`src/rtl/msj_pwm_driver.sv`:
```
// H-bridge PWM driver: clamps and slew-limits a signed duty command, applies it at
// period boundaries, and blanks both bridge lines for DEAD_TIME after a direction reversal.
module msj_pwm_driver #(
    parameter int PWM_PERIOD = 2500,
    parameter int DEAD_TIME  = 25
) (
    input  logic               clock,
    input  logic               reset,
    input  logic               enable,
    input  logic signed [31:0] duty,
    input  logic               duty_valid,
    input  logic        [15:0] slew_step,
    output logic               pwm_a,
    output logic               pwm_b,
    output logic               period_tick,
    output logic signed [31:0] applied_duty
);

    localparam int                 CW         = (PWM_PERIOD > 1) ? $clog2(PWM_PERIOD) : 1;
    localparam logic [CW-1:0]      LAST_COUNT = CW'(PWM_PERIOD - 1);
    localparam logic [CW-1:0]      DEAD_LAST  = CW'(DEAD_TIME - 1);
    localparam logic signed [31:0] FULL_SCALE = 32'(PWM_PERIOD);

    typedef enum logic [1:0] {
        ST_IDLE,
        ST_RUN,
        ST_DEAD
    } state_t;

    state_t             r_state;
    state_t             w_state_next;
    logic [CW-1:0]      r_counter;
    logic               r_period_tick;
    logic signed [31:0] r_target;
    logic signed [31:0] r_applied;
    logic               r_pwm_a;
    logic               r_pwm_b;

    logic               w_wrap;
    logic signed [31:0] w_duty_sat;
    logic signed [32:0] w_delta;
    logic signed [32:0] w_delta_mag;
    logic signed [32:0] w_step_wide;
    logic signed [31:0] w_step;
    logic               w_limit;
    logic signed [31:0] w_slewed;
    logic               w_reversal;
    logic signed [31:0] w_applied_next;
    logic signed [31:0] w_count_ext;
    logic               w_pwm_a_next;
    logic               w_pwm_b_next;

    assign w_wrap = (r_counter == LAST_COUNT);

    // The period counter free-runs regardless of enable so the tick keeps pacing the controller.
    always_ff @(posedge clock or posedge reset) begin
        if (reset) begin
            r_counter     <= '0;
            r_period_tick <= 1'b0;
        end else begin
            // NOTE: state registers use non-blocking assignments so every flop samples pre-edge values.
            r_counter     <= w_wrap ? '0 : r_counter + CW'(1);
            r_period_tick <= w_wrap;
        end
    end

    always_comb begin
        // NOTE: every combinational output gets a default first, so no path can infer a latch.
        w_duty_sat = duty;
        if (duty > FULL_SCALE) begin
            w_duty_sat = FULL_SCALE;
        end else if (duty < -FULL_SCALE) begin
            w_duty_sat = -FULL_SCALE;
        end
    end

    always_ff @(posedge clock or posedge reset) begin
        if (reset) begin
            r_target <= '0;
        end else if (duty_valid) begin
            r_target <= w_duty_sat;
        end
    end

    // Delta is formed one bit wider so target - applied can never overflow.
    always_comb begin
        w_delta     = $signed({r_target[31], r_target}) - $signed({r_applied[31], r_applied});
        w_delta_mag = w_delta[32] ? -w_delta : w_delta;
        w_step_wide = $signed({17'd0, slew_step});
        w_step      = $signed({16'd0, slew_step});
        w_limit     = (slew_step != 16'd0) && (w_delta_mag > w_step_wide);
        w_slewed    = r_target;
        if (w_limit) begin
            w_slewed = w_delta[32] ? (r_applied - w_step) : (r_applied + w_step);
        end
    end

    assign w_reversal = (r_applied != '0) && (w_slewed != '0) && (r_applied[31] != w_slewed[31]);

    // Next-state logic; applied duty moves only at a wrap, except that disable clears it at once.
    always_comb begin
        w_state_next   = r_state;
        w_applied_next = r_applied;
        if (!enable) begin
            w_state_next   = ST_IDLE;
            w_applied_next = '0;
        end else if (w_wrap) begin
            w_applied_next = w_slewed;
            w_state_next   = w_reversal ? ST_DEAD : ST_RUN;
        end else if ((r_state == ST_DEAD) && (r_counter == DEAD_LAST)) begin
            w_state_next = ST_RUN;
        end
    end

    always_ff @(posedge clock or posedge reset) begin
        if (reset) begin
            r_state   <= ST_IDLE;
            r_applied <= '0;
        end else begin
            r_state   <= w_state_next;
            r_applied <= w_applied_next;
        end
    end

    assign w_count_ext = $signed({{(32 - CW){1'b0}}, r_counter});

    // Only RUN drives the bridge, and the sign of applied selects a single line.
    always_comb begin
        w_pwm_a_next = 1'b0;
        w_pwm_b_next = 1'b0;
        if (r_state == ST_RUN) begin
            w_pwm_a_next = (r_applied > 0) && (w_count_ext < r_applied);
            w_pwm_b_next = (r_applied < 0) && (w_count_ext < -r_applied);
        end
    end

    always_ff @(posedge clock or posedge reset) begin
        if (reset) begin
            r_pwm_a <= 1'b0;
            r_pwm_b <= 1'b0;
        end else begin
            r_pwm_a <= w_pwm_a_next;
            r_pwm_b <= w_pwm_b_next;
        end
    end

    assign pwm_a        = r_pwm_a;
    assign pwm_b        = r_pwm_b;
    assign period_tick  = r_period_tick;
    assign applied_duty = r_applied;

endmodule

```
`config.mk`:
```
export PLATFORM = sky130hd
export DESIGN_NAME = msj_pwm_driver
export DESIGN_NICKNAME = d
export VERILOG_FILES = /design/src/rtl/msj_pwm_driver.sv
export SDC_FILE = /design/constraint.sdc
export NUM_CORES = 1
export LEC_CHECK = 0
export CORE_MARGIN = 1
export CORE_UTILIZATION = 50
export DETAILED_ROUTE_END_ITERATION = 7
export PLACE_DENSITY_LB_ADDON = 0.25
export SYNTH_ARGS = -nofsm -noshare
export SYNTH_HDL_FRONTEND = slang
export SYNTH_SLANG_ARGS = --single-unit
export TNS_END_PERCENT = 1
```
`constraint.sdc`:
```
create_clock -name clock -period 9.8 [get_ports clock]
set_clock_uncertainty 0.1 [all_clocks]
set_input_delay 1.96 -clock clock [delete_from_list [all_inputs] [get_ports clock]]
set_output_delay 1.96 -clock clock [all_outputs]
set_load 0.005 [all_outputs]
```
=== Word level (Yosys, flattened, before mapping) ===
Index checks and enable logic that the tools add are counted.

* Register bits after elaboration: 81
* Input bits: 52
* Word-level logic and storage cells: 50

* $add $sub $neg: 6
* Magnitude comparators: 7
* Equality and inequality tests: 7
* Mux-type cells: 14
* Reductions and logical operators: 9

{| class="wikitable"
|+ Operators by type and width
! kind !! number
|-
| 2-to-1 mux 32 bit || 6
|-
| < comparator 13 x 32 -> 1 bit || 2
|-
| nonzero test 32 bit || 2
|-
| > comparator 33 x 17 -> 1 bit || 1
|-
| 2-to-1 mux 33 bit || 1
|-
| negator 33 bit || 1
|-
| subtractor 32 x 32 -> 33 bit || 1
|-
| adder 32 x 17 -> 32 bit || 1
|-
| > comparator 32 x 1 -> 1 bit, second input constant || 1
|-
| > comparator 32 x 13 -> 1 bit, second input constant || 1
|-
| < comparator 32 x 1 -> 1 bit, second input constant || 1
|-
| < comparator 32 x 13 -> 1 bit, second input constant || 1
|-
| negator 32 bit || 1
|-
| subtractor 32 x 17 -> 32 bit || 1
|-
| nonzero test 16 bit || 1
|-
| adder 12 x 1 -> 12 bit, second input constant || 1
|-
| == test 12 bit, second input constant || 1
|-
| == test 12 x 5 -> 1 bit, second input constant || 1
|-
| 2-to-1 mux 12 bit || 1
|-
| 2-to-1 mux 2 bit || 4
|-
| logical AND 1 bit || 6
|-
| inequality test 3 x 1 -> 1 bit, second input constant || 1
|-
| == test 2 x 1 -> 1 bit, second input constant || 1
|-
| == test 2 bit, second input constant || 1
|-
| 3 further kinds || 4
|}

=== Longest topological paths before layout ===
* Depth in word-level cells: 12
* Mapped depth: 31
* Mapped depth without buffers: 28

=== Least setup slack after synthesis ===
No wires, ideal clock.

* Path kind: register to register
* Start: register r_applied[0] (netlist: applied_duty[0])
* End: register r_state[1]
* Library setup time: 0.119 ns
* Arrival time: 6.189 ns
* Path slack: 3.392 ns
* Stages on the path, launching flop included: 29
* Path through: dfrtp_1 -> ha_1 -> fa_1 -> nand2b_1 -> a211oi_4 -> o21a_1 -> nor3_2 -> nor4b_1 -> a211o_1 -> buf_2 -> clkbuf_1 -> clkbuf_1 -> o21ai_0 -> xnor2_1 -> ha_1 -> a21o_1 -> a21o_1 -> a221oi_1 -> o21ai_0 -> a21oi_1 -> o21ai_0 -> xor2_1 -> or4_1 -> nor4_1 -> nand4_1 -> nor4_1 -> a41o_1 -> mux2i_1 -> o21a_1

* Longest elaborated chain between the ends: 12
* Elaborated cells between the ends (all ways): 17
* Those cells by class: add/sub: 4; order compare: 1; eq/ne: 1; mux: 6; reduce/logical: 5

{| class="wikitable"
|+ Ends and longest elaborated chain
! what !! line !! text
|-
| from (decl) || 35 || <nowiki>logic signed [31:0] r_applied;</nowiki>
|-
| from (signal assigned) || 121 || <nowiki>r_applied <= w_applied_next;</nowiki>
|-
| subtractor 32 x 32 -> 33 bit || 87 || <nowiki>w_delta = $signed({r_target[31], r_target}) - $signed({r_applied[31], r_applied});</nowiki>
|-
| negator 33 bit || 88 || <nowiki>w_delta_mag = w_delta[32] ? -w_delta : w_delta;</nowiki>
|-
| 2-to-1 mux 33 bit || 88 ||
|-
| > comparator 33 x 17 -> 1 bit || 91 || <nowiki>w_limit = (slew_step != 16'd0) && (w_delta_mag > w_step_wide);</nowiki>
|-
| logical AND 1 bit || 91 ||
|-
| 2-to-1 mux 32 bit || 93 || <nowiki>if (w_limit) begin</nowiki>
|-
| nonzero test 32 bit || 98 || <nowiki>assign w_reversal = (r_applied != '0) && (w_slewed != '0) && (r_applied[31] != w_slewed[31]);</nowiki>
|-
| logical AND 1 bit || 98 ||
|-
| logical AND 1 bit * || 98 ||
|-
| 2-to-1 mux 2 bit * || 109 || <nowiki>w_state_next = w_reversal ? ST_DEAD : ST_RUN;</nowiki>
|-
| 2-to-1 mux 2 bit * || 107 || <nowiki>end else if (w_wrap) begin</nowiki>
|-
| 2-to-1 mux 2 bit * || 104 || <nowiki>if (!enable) begin</nowiki>
|-
| to (signal assigned) || 120 || <nowiki>r_state <= w_state_next;</nowiki>
|-
| to (decl) || 30 || <nowiki>state_t r_state;</nowiki>
|}

Every way passes the cells marked *; elsewhere a longest branch is shown, timed or not.
A chain may end at the register's enable or synchronous reset.

=== Worst setup path after layout ===
Ends and elaborated chain as after synthesis.

==> results.toml <==
[placed_design]
dpl.hpwl_um = 26400
pre_cts_ws_ns = 1.54
dpl-instance-area_mm2 = 0.0114
io_buffers = 86
routabilityCongestion = 0.920
numPlacedInstances = 1664

[critical_path]
startpoint = "applied_duty[0]$_DFFE_PP0P_"
crit_path_max_fanout = 23
start_kind = "register"
critPathRequiredTime_ns = 9.92
critPathSlowestCell = "a211o_1"
path_common_cell = "a31oi_1"
cp.arrival_ns = 8.25
criticalPathCategory = "register to register"
endpoint_kind = "register"
slowest_delay_ns = 0.67
critPathTopFamily = "compound AO/OA/AOI/OAI gates"
crit_buf_inv = 1
r2r-start = "applied_duty[0]$_DFFE_PP0P_"

[detailed_routing]
initialDrtViolationCount = 730
wire_per_inst_um = 19.4
drt-total-wl_um = 32600
drc = 0
vias_per_cell = 6.14
detail-route-antenna-nets = 0
drtPass1Iterations = 8
num_vias = 10310

[synth]
ys.flop_type = "dfrtp_1"
synth_xor_area_share_pct = 8.81
synthSimpleGateAreaFrac_pct = 24.1
synthMuxAreaShare_pct = 3.72
synth.yosys.seq_area_share_pct = 19.6
ys_warn_count = 0
netlist_area_mm2 = 0.0103
synth-compound-area-share_pct = 24.5
synth-async-reset-ratio_pct = 100
syn_avg_cell_area_um2 = 7.65
yosysUniqueCellTypes = 76
synth_fa_ha_area_share_pct = 13.5
synthesis.instances = 1352
synth_nets = 1514
synth_top_family_by_area = "compound AO/OA/AOI/OAI gates"
synth_edf_count = 0
synth-seq-cells = 81

[global_route]
first_global_vias = 9905
grt_max_degree = 65
grt_remaining_overflow = 0
grt_pass1_wl_um = 52300
antenna_found_initial = 0
track_usage_pct = 31.0

[floorplan]
dieArea_mm2 = 0.0213
rows = 52
start_util_pct = 51.1
core_area_mm2 = 0.0202
num_io_pins = 87
die_h_um = 146
dieWidth_um = 146

[clock_tree]
holdBufCountCts = 0
clock_latency_ns = 0.34
cts_buffers = 9
cts_resized = 0
cts_htree_levels = 3
cts_tree = "yes"
cts_max_path_buffers = 2
clk_pin_slew_ns = 0.06
postCtsSetupRepairBufs = 0
ctsRootBufferMaster = "clkbuf_16"
cts.sinks = 81

[power]
powerDensity_mw_per_mm2 = 119
leakagePower_uw = 0.00502
vdd_drop_max_mv = 0.112

[final_layout]
antenna_cells = 0
final_layout_size_suffix_gt1_share_pct = 3.26
area_delta_synth_final_pct = 13.0
final_cells = 1680
final_nets = 1567
stdcell_area_mm2 = 0.0117

[sta]
post-route-period-util_pct = 83.0
rsz0062_at_grt = "no"
fmax_mhz = 123
setup_tns_ns = 0
period_minus_slack_ns = 8.13
relSlewSlack_pct = 22.4
setup_ws_ns = 1.67
finalHoldViolations = 0
setup_viol = 0
slew_viol_final = 0
tightestPinTransition_ns = 1.15

[min_path]
hold_start = "r_state[1]$_DFFE_PP0P_"
hold_path.class = "register to register"

[run]
maxCapViolCount = 0

[run_status]
outcome = "finished, final reports clean"
==> routing by layer <==
metal | vias up | track usage, % | share of wire [%]
met5 | - | 0 | 0
met4 | 0 | 9.58 | 2.5
met3 | 40 | 3.98 | 7.2
met2 | 340 | 47.1 | 43
met1 | 4886 | 45.3 | 47
li1 | 5044 | - | -
==> final timing paths <==
check                      cells past startpoint  slack, ns                            to
setup / recovery                              26       1.67        r_state[1]$_DFFE_PP0P_
hold / removal                                 1       0.35               pwm_a$_DFF_PP0_
min in group asynchronous                      2       1.81        r_counter[0]$_DFF_PP0_
max in group asynchronous                      3       6.67  applied_duty[25]$_DFFE_PP0P_
setup reg to reg                              26       1.67        r_state[1]$_DFFE_PP0P_
hold reg to reg                                1       0.35               pwm_a$_DFF_PP0_
==> state kept, by name (all words and copies together) (netlist names) <==
register,count
r_counter,12
applied_duty,32
period_tick,1
r_target,32
r_state,2
pwm_b,1
pwm_a,1
==> per-stage QoR <==
step	total power, µW	hold WS, ns	util [%]
after floorplan	850	0.312	-
after global placement	1020	0.333	56.2
after detailed placement	1030	0.342	56.2
after CTS	1380	0.356	57.7
after global routing	1470	0.368	57.7
final	1390	0.347	57.7
==> final cells by class <==
class	instances	area, µm²
timing repair buffer	92	901
multi-input combinational	1120	7720
clock inverter	6	72.6
tap	270	338
fill	1925	8560
clock buffer	10	239
inverter	101	380
sequential	81	2030
==> Yosys cell counts (7+ instances only) <==
master    instances  share of area (%)
clkbuf_1         37                1.3
a211oi_1         10               0.73
nor4_1           19                1.1
nand2_1         100                3.6
o21ai_0          76                3.7
a21o_1           44                3.2
inv_1           100                3.6
o21ai_1          40                1.9
xor2_1           26                2.2
xnor2_1          78                6.6
o211ai_1         37                2.7
nor2_1          101                3.7
nand3_1          26                1.3
dfrtp_1          81                 20
or3_1            14               0.85
a31oi_1          23                1.4
and2_1           43                2.6
and3_1           17                1.0
nand2b_1         25                1.5
a21oi_1          80                3.9
mux2i_1          35                3.4
o31ai_1           7               0.51
o21a_1           15                1.1
nor2b_1          17                1.0
nor3_1           34                1.6
or4_1            10               0.73
nand4_1          39                2.4
ha_1            108                 13
==> cells by family after synthesis <==
family          after synthesis
simple gates                475
compound gates              393
buf+inv                     151
fa+ha+maj                   110
xor+xnor                    104
flops                        81
mux                          38
==> cells in the final DEF (no fill, tap or decap), drive strengths merged, types with 11 or more instances in the layout <==
cell type,count
ha,108
mux2i,35
inv,101
nand4,39
nor3,35
nor4,19
o21ai,116
a21oi,84
a211oi,11
o211ai,37
nand3,26
a21o,44
and3,17
clkdlybuf4s50,85
xnor2,78
and2,43
nand2,100
or3,14
xor2,26
o21a,15
nor2,101
nand2b,25
dfrtp,81
a31oi,23
nor2b,17
==> power by group <==
part / total, µW / switching [µW] / internal, µW
sequential: 372 / 26.4 / 346
clock: 352 / 145 / 207
combinational: 663 / 399 / 264
total: 1390 / 571 / 817
No activity file was read; power rests on OpenSTA's default activity.
